$ cat src/rtl/toggle_bank.sv
`default_nettype none
// ============================================================================
// Module   : toggle_bank
// Purpose  : Bank of WIDTH T flip-flops with hold / toggle / load / count
//            operation, a combinational terminal-count flag, a registered
//            "changed" flag and a saturating count of changing edges.
// Revision : 1.0 - initial release
// ----------------------------------------------------------------------------
// Ports
//   clk      in   1      sole clock, rising edge
//   rst_n    in   1      asynchronous active-low reset
//   mode     in   2      00 hold, 01 toggle, 10 load, 11 count
//   t        in   WIDTH  per-bit toggle mask (toggle mode)
//   d        in   WIDTH  parallel load data (load mode)
//   up       in   1      count direction (count mode): 1 up, 0 down
//   clr_cnt  in   1      synchronous clear of tog_cnt
//   q        out  WIDTH  flip-flop bank state
//   tc       out  1      terminal count (combinational)
//   chg      out  1      q changed on the most recent rising edge
//   tog_cnt  out  CNT_W  saturating count of edges on which q changed
// ============================================================================
module toggle_bank #(
    parameter int               WIDTH   = 8,
    parameter int               CNT_W   = 4,
    parameter logic [WIDTH-1:0] RST_VAL = '0
) (
    input  logic             clk,
    input  logic             rst_n,
    input  logic [1:0]       mode,
    input  logic [WIDTH-1:0] t,
    input  logic [WIDTH-1:0] d,
    input  logic             up,
    input  logic             clr_cnt,
    output logic [WIDTH-1:0] q,
    output logic             tc,
    output logic             chg,
    output logic [CNT_W-1:0] tog_cnt
);

    localparam logic [1:0] c_mode_hold   = 2'b00;
    localparam logic [1:0] c_mode_toggle = 2'b01;
    localparam logic [1:0] c_mode_load   = 2'b10;
    localparam logic [1:0] c_mode_count  = 2'b11;

    logic [WIDTH-1:0] r_q;
    logic             r_chg;
    logic [CNT_W-1:0] r_cnt;

    logic [WIDTH-1:0] w_tgl_up;
    logic [WIDTH-1:0] w_tgl_dn;
    logic [WIDTH-1:0] w_q_nx;
    logic             w_chg;
    logic             w_cnt_full;

    // Counting is built as a T-FF ripple chain: a bit toggles when every bit
    // below it is 1 (up) or 0 (down). Bit 0 always toggles while counting.
    for (genvar i = 0; i < WIDTH; i++) begin : g_chain
        if (i == 0) begin : g_lsb
            assign w_tgl_up[i] = 1'b1;
            assign w_tgl_dn[i] = 1'b1;
        end else begin : g_upper
            assign w_tgl_up[i] = w_tgl_up[i-1] &  r_q[i-1];
            assign w_tgl_dn[i] = w_tgl_dn[i-1] & ~r_q[i-1];
        end
    end

    always_comb begin
        w_q_nx = r_q;
        unique case (mode)
            c_mode_hold:   w_q_nx = r_q;
            c_mode_toggle: w_q_nx = r_q ^ t;
            c_mode_load:   w_q_nx = d;
            c_mode_count:  w_q_nx = r_q ^ (up ? w_tgl_up : w_tgl_dn);
            default:       w_q_nx = r_q;
        endcase
    end

    // Any operation that leaves q unchanged (toggle with t=0, load with d=q,
    // hold) counts as no change.
    assign w_chg      = (w_q_nx != r_q);
    assign w_cnt_full = &r_cnt;

    always_ff @(posedge clk or negedge rst_n) begin
        if (!rst_n) begin
            r_q   <= RST_VAL;
            r_chg <= 1'b0;
            r_cnt <= '0;
        end else begin
            r_q   <= w_q_nx;
            r_chg <= w_chg;
            // Clear wins over a simultaneous increment; the count saturates.
            if (clr_cnt) begin
                r_cnt <= '0;
            end else if (w_chg && !w_cnt_full) begin
                r_cnt <= r_cnt + 1'b1;
            end
        end
    end

    // Terminal count looks at the current state and inputs only, so it is
    // visible before the wrapping edge.
    assign tc = (mode == c_mode_count) && (up ? (&r_q) : ~(|r_q));

    assign q       = r_q;
    assign chg     = r_chg;
    assign tog_cnt = r_cnt;

endmodule
`default_nettype wire

$ cat config.mk
export PLATFORM = sky130hd
export DESIGN_NAME = toggle_bank
export DESIGN_NICKNAME = d
export VERILOG_FILES = /design/src/rtl/toggle_bank.sv
export SDC_FILE = /design/constraint.sdc
export NUM_CORES = 1
export LEC_CHECK = 0
export BUFFER_PORTS_ARGS = -buffer_cell sky130_fd_sc_hd__buf_2
export CAP_MARGIN = 10
export CORE_MARGIN = 3
export CORE_UTILIZATION = 45
export DETAILED_ROUTE_END_ITERATION = 16
export PLACE_DENSITY = 0.74
export SLEW_MARGIN = 20
export SYNTH_ARGS = -nofsm -noshare
export SYNTH_HDL_FRONTEND = slang
export SYNTH_SLANG_ARGS = --single-unit
$ cat constraint.sdc
create_clock -name clk -period 3.6 [get_ports clk]
set_clock_uncertainty 0.2 [all_clocks]
set_input_delay 0.54 -clock clk [delete_from_list [all_inputs] [get_ports clk]]
set_output_delay 0.54 -clock clk [all_outputs]
set_load 0.01 [all_outputs]
---- Word level (Yosys, flattened, before mapping) ----
Cells that the tools add are included.
word-level totals
  register bits ........................... 13
operators by class
  add/sub/neg operators ................... 1
  eq/ne operators ......................... 4
  multiplexer cells ....................... 5
  bitwise gates (word level) .............. 22
  reduce and logical (&&, ||, !) cells .... 8
operators with widths
  cell                   number
  $pmux W8 S4            1
  $xor A8 B8 Y8          2
  $and A1 B1 Y1          12
  $mux W4                2
  $mux W8                1
  $ne A8 B8 Y1           1
  $not A1 Y1             8
  $reduce_and A8 Y1      1
  $reduce_or A8 Y1       1
  $add A4 B1 Y4 const B  1
  $eq A2 B2 Y1 const B   2
  $reduce_and A4 Y1      1
  $eq A2 B1 Y1 const B   1
  $logic_and A1 B1 Y1    2
  $logic_not A2 Y1       1
  $reduce_bool A2 Y1     1
  $logic_not A1 Y1       1
  $mux W1                1

---- Longest topological paths before layout ----
  depth after elaboration ................. 14
  depth in mapped cells ................... 8
  mapped depth without buffers ............ 6

---- Worst setup path after synthesis ----
Ideal clock, no wire load.
  path kind ............................... register -> register
  start ................................... reg r_q[0] (netlist: q[0])
  end ..................................... reg r_cnt[3] (netlist: tog_cnt[3])
  arrival time ............................ 2.307 ns
  data required time ...................... 3.272 ns
  setup slack ............................. 0.965 ns
  cell stages (with the launch flop) ...... 8
  path buffers ............................ 1
  clock period less this slack ............ 2.635 ns
  cell sequence ........................... dfrtp_1 buf_6 or4_4 or4_4 a41oi_2 a2111oi_4 a21oi_1 mux2_1
on the way
  cells in the longest elaborated chain, start to end .. 13
  elaborated cells on any way between the ends .. 20
  those cells by class .................... 1 x eq/ne; 2 x mux; 15 x bitwise; 2 x reduce/logical
ends and longest elaborated chain
  element                                  line  text
  start: declaration                       45    logic [WIDTH-1:0] r_q;
  start signal: assignment                 89    r_q <= w_q_nx;
  $not A1 Y1                               63    assign w_tgl_dn[i] = w_tgl_dn[i-1] & ~r_q[i-1];
  $and A1 B1 Y1 (6 in series)              63
  $mux W8                                  73    c_mode_count: w_q_nx = r_q ^ (up ? w_tgl_up : w_tgl_dn);
  $xor A8 B8 Y8                            73
  $pmux W8 S4                              69    unique case (mode)
  $ne A8 B8 Y1 (*)                         80    assign w_chg = (w_q_nx != r_q);
  $logic_and A1 B1 Y1 (*)                  94    end else if (w_chg && !w_cnt_full) begin
  $reduce_bool A2 Y1 (no source line) (*)  -
  end signal: assignment                   95    r_cnt <= r_cnt + 1'b1;
  end: declaration                         47    logic [CNT_W-1:0] r_cnt;
Mark *: on every way between the ends. The rest lies on a longest branch, timed or not.
A chain may end at the register's enable or synchronous reset.

---- Worst setup path in the final report ----
  start ................................... reg r_q[0] (netlist: q[0])
  end ..................................... out tc
on the way
  cells in the longest elaborated chain, start to end .. 4
  elaborated cells on any way between the ends .. 5
  those cells by class .................... 1 x mux; 1 x bitwise; 3 x reduce/logical
ends and longest elaborated chain
  element                  line  text
  $reduce_or A8 Y1         102   assign tc = (mode == c_mode_count) && (up ? (&r_q) : ~(|r_q));
  $not A1 Y1               102
  $mux W1 (*)              102
  $logic_and A1 B1 Y1 (*)  102
  end: declaration         35    output logic tc,
Marks and branches as above.

==> reports/metrics.csv <==
stage,metric,value,unit
setup_path,r2r worst-path depth,6,
drt,DRC,0,
yosys,"Avg Cell Area, Syn",8.613,um2
global_routing,GRT met3 Usage,3.070,%
place,IO Port Bufs,35,
setup_path,slowest CP cell,or4_4,
clock_network,root buffer cell,clkbuf_4,
clock_network,clk_lat worst skew,0.28,ns
clock_network,"Reg clk slew, reported paths",0.09,ns
sta,Max Freq,336.5,MHz
global_routing,grt met2 use,29.81,%
global_routing,total track usage,18.10,%
floorplan,die area,3465,um2
yosys,"Cell Area, Synth",1257,um2
yosys,Post-synth EDFFs,0,
layout,filler instances,252,
sta,Fin Setup TNS,0,ns
sta,Final Hold Vio Count,0,
global_routing,met1 GRT Util,22.80,%
layout,Area Overhead vs Synth,14.23,%
clock_network,Post-CTS Hold Buffers,1,
sta,final setup violation count,0,
yosys,Synth Instances,146,
yosys,total number of yosys warnings,0,
yosys,dominant cell by count in the synthesized netlist,nand2_1,
sta,Final Critical Period,2.972,ns
setup_path,CP Capture Point,tc,
setup_path,R2R Setup Slk,0.87,ns
pwr,Pleak,0.6333,nW
clock_network,Max clock buf depth,2,
status,status,finished clean,
drt,drt first pass iters,4,
pwr,VDD IR max,0.2275,mV
place,Detail Placement HPWL,2134,um
clock_network,CTS Buf Count,3,
sta,Final Max Slew Viols,0,
floorplan,# IOs,36,
drt,Vias/cell,5.806,
setup_path,Worst Setup SP,q[0],
setup_path,critical path arrival,2.23,ns
place,DP Cell Count,196,
layout,register area,325.3,um2
setup_path,Critical Path RT,2.86,ns
setup_path,worst r2r src,q[0],
layout,Final Instance Count excl. Fillers,201,
yosys,Commonest cells post-synth,"nand2_1 (20), dfrtp_1 (13), a21oi_1 (12), xor2_1 (12), o21ai_0 (9)",
floorplan,Placeable Area,2567,um2
min_path,hold_sp,t[4],
sta,worst-margin pin slew,0.6580,ns
global_routing,first-pass GRT wire length,4905,um
yosys,Synth Register Bits,13,
yosys,Synth area leaders,"dfrtp_1 (26%), xor2_1 (8.4%), nand2_1 (6.0%)",
layout,area of the multi-input gates,858.3,um2
yosys,"area leader, netlist",dfrtp_1,
setup_path,max incr delay on CP,0.59,ns
floorplan,starting density of the core,48.98,%
clock_network,H-tree depth,1,
floorplan,row count,18,
drt,DR iter-0 viols,49,
drt,via count,1167,
yosys,Syn Nets,169,
sta,RSZ-0062 raised after global routing,false,
drt,drt total wl,2819,um
global_routing,initial antenna violation count,0,
pwr,Power Dens Cells,402.5,nW/um2
setup_path,Reg-to-Reg End,tog_cnt[3],
place,routability congestion estimate,0.8762,
clock_network,TritonCTS clock tree,yes,
min_path,Hold WC Path Type,input pin to register,
global_routing,Top Usage Layer GRT,met2,
global_routing,total grt overflow,0,
layout,ANT cells,0,
yosys,"Top FF cell, synth",dfrtp_1,
floorplan,Horiz. Die Dim,58.86,um
clock_network,Clock Sinks,13,
sta,normalized max-slew margin,55.94,%
layout,layout cell share with drive strength beyond 1,30.41,%
drt,Antenna Nets Post-Route,0,
global_routing,largest net degree at the start of global routing,34,
global_routing,vias in the first global route,1159,
floorplan,Chip Height,58.86,um
sta,Final Cycle Share,82.55,%
layout,Final Cell Area,1436,um2
setup_path,Worst Path Max Fanout,11,
layout,Nets,195,
yosys,async set-reset flop share out of synthesis,100.0,%
setup_path,CP Launch Type,register,
yosys,Synth top area share,25.87,%
yosys,post-synth cell types,41,
clock_network,CTS resizes,0,
run,max-cap violations,0,
setup_path,crit path kind,register to output pin,
yosys,"Seq/Total Area, Yosys",25.87,%
setup_path,Crit. End Element,output pin,
setup_path,CP cell instances,or4_4 > or4_1 > nor3_1 > o211a_1 > buf_2,
drt,drt wl/cell,14.02,um
place,placed inst area,1400,um2
clock_network,setup bufs post-CTS,0,
metal layers:
metal | share of wire (%) | wire length, um | vias up
met5 | 0 | 0 | -
met4 | 2.1 | 58 | 0
met3 | 5.0 | 141 | 8
met2 | 47 | 1331 | 30
met1 | 46 | 1288 | 545
li1 | - | - | 584
cell usage in the layout (no fill, tap or decap), drive strengths merged, types with 2 or more instances in the layout:
master  Yosys  final
a21oi      12     12
nand3       4      4
mux2        8      8
mux2i       4      4
o21ai       9      9
buf         8     35
xnor2       3      3
nor2        7      7
nand4       2      2
or4         3      3
nand2b      3      3
o211ai      3      3
nor4        2      2
nand2      20     20
clkbuf      7      4
nor2b       4      4
xor2       12     12
dfrtp      13     13
o32ai       5      5
report_power, final:
| part | internal, mW | leakage, nW | switching (mW) |
|---|---|---|---|
| Clock | 0.0430 | 0.0150 | 0.0511 |
| Combinational | 0.121 | 0.463 | 0.119 |
| Sequential | 0.173 | 0.155 | 0.0710 |
kinds of logic after synthesis:
group           share of synthesized area (%)
compound gates                          23.98
flops                                   25.87
simple gates                            20.70
mux                                     12.14
buf+inv                                 5.871
fa+ha+maj                              0.9949
xor+xnor                                10.45
state kept, by name, indices dropped and copies added (netlist names):
signal / cells
chg: 1
q: 8
tog_cnt: 4
metrics by stage:
step           setup WS, ns  hold WS (ns)  total power [mW]  utilization [%]
6_report             0.6282        0.2947            0.5781            55.95
5_1_grt              0.5040        0.2828            0.6346            55.95
4_1_cts              0.6227        0.2801            0.5872            55.95
3_5_place_dp         0.8636        0.2591            0.4869            54.53
3_3_place_gp         0.9113        0.2546            0.4779            54.53
2_1_floorplan        0.9653       0.04441            0.4274                -
how the worst min path moves through the flow:
stage | cells after the start | endpoint
final | 2 | q[4]
after global routing | 2 | q[4]
after CTS | 2 | q[4]
after detailed placement | 1 | q[3]
after global placement | 1 | q[6]
after floorplan | 0 | chg
area by class of cell:
cell class,instances,area share [%]
repair buffers,36,12.89
multi-input cells,117,59.76
flip-flops and latches,13,22.65
inverters,1,0.2613
well taps,30,2.613
clock buffers,4,1.829
critical path: cells and delay by family, from the launching register on:
kind / cells / cell delay [ns]
AOI/OAI and AO/OA: 1 / 0.16
buffers and inverters: 1 / 0.12
DFF: 1 / 0.50
and+or+nand+nor: 3 / 1.18
No activity file was read; power rests on OpenSTA's default activity.
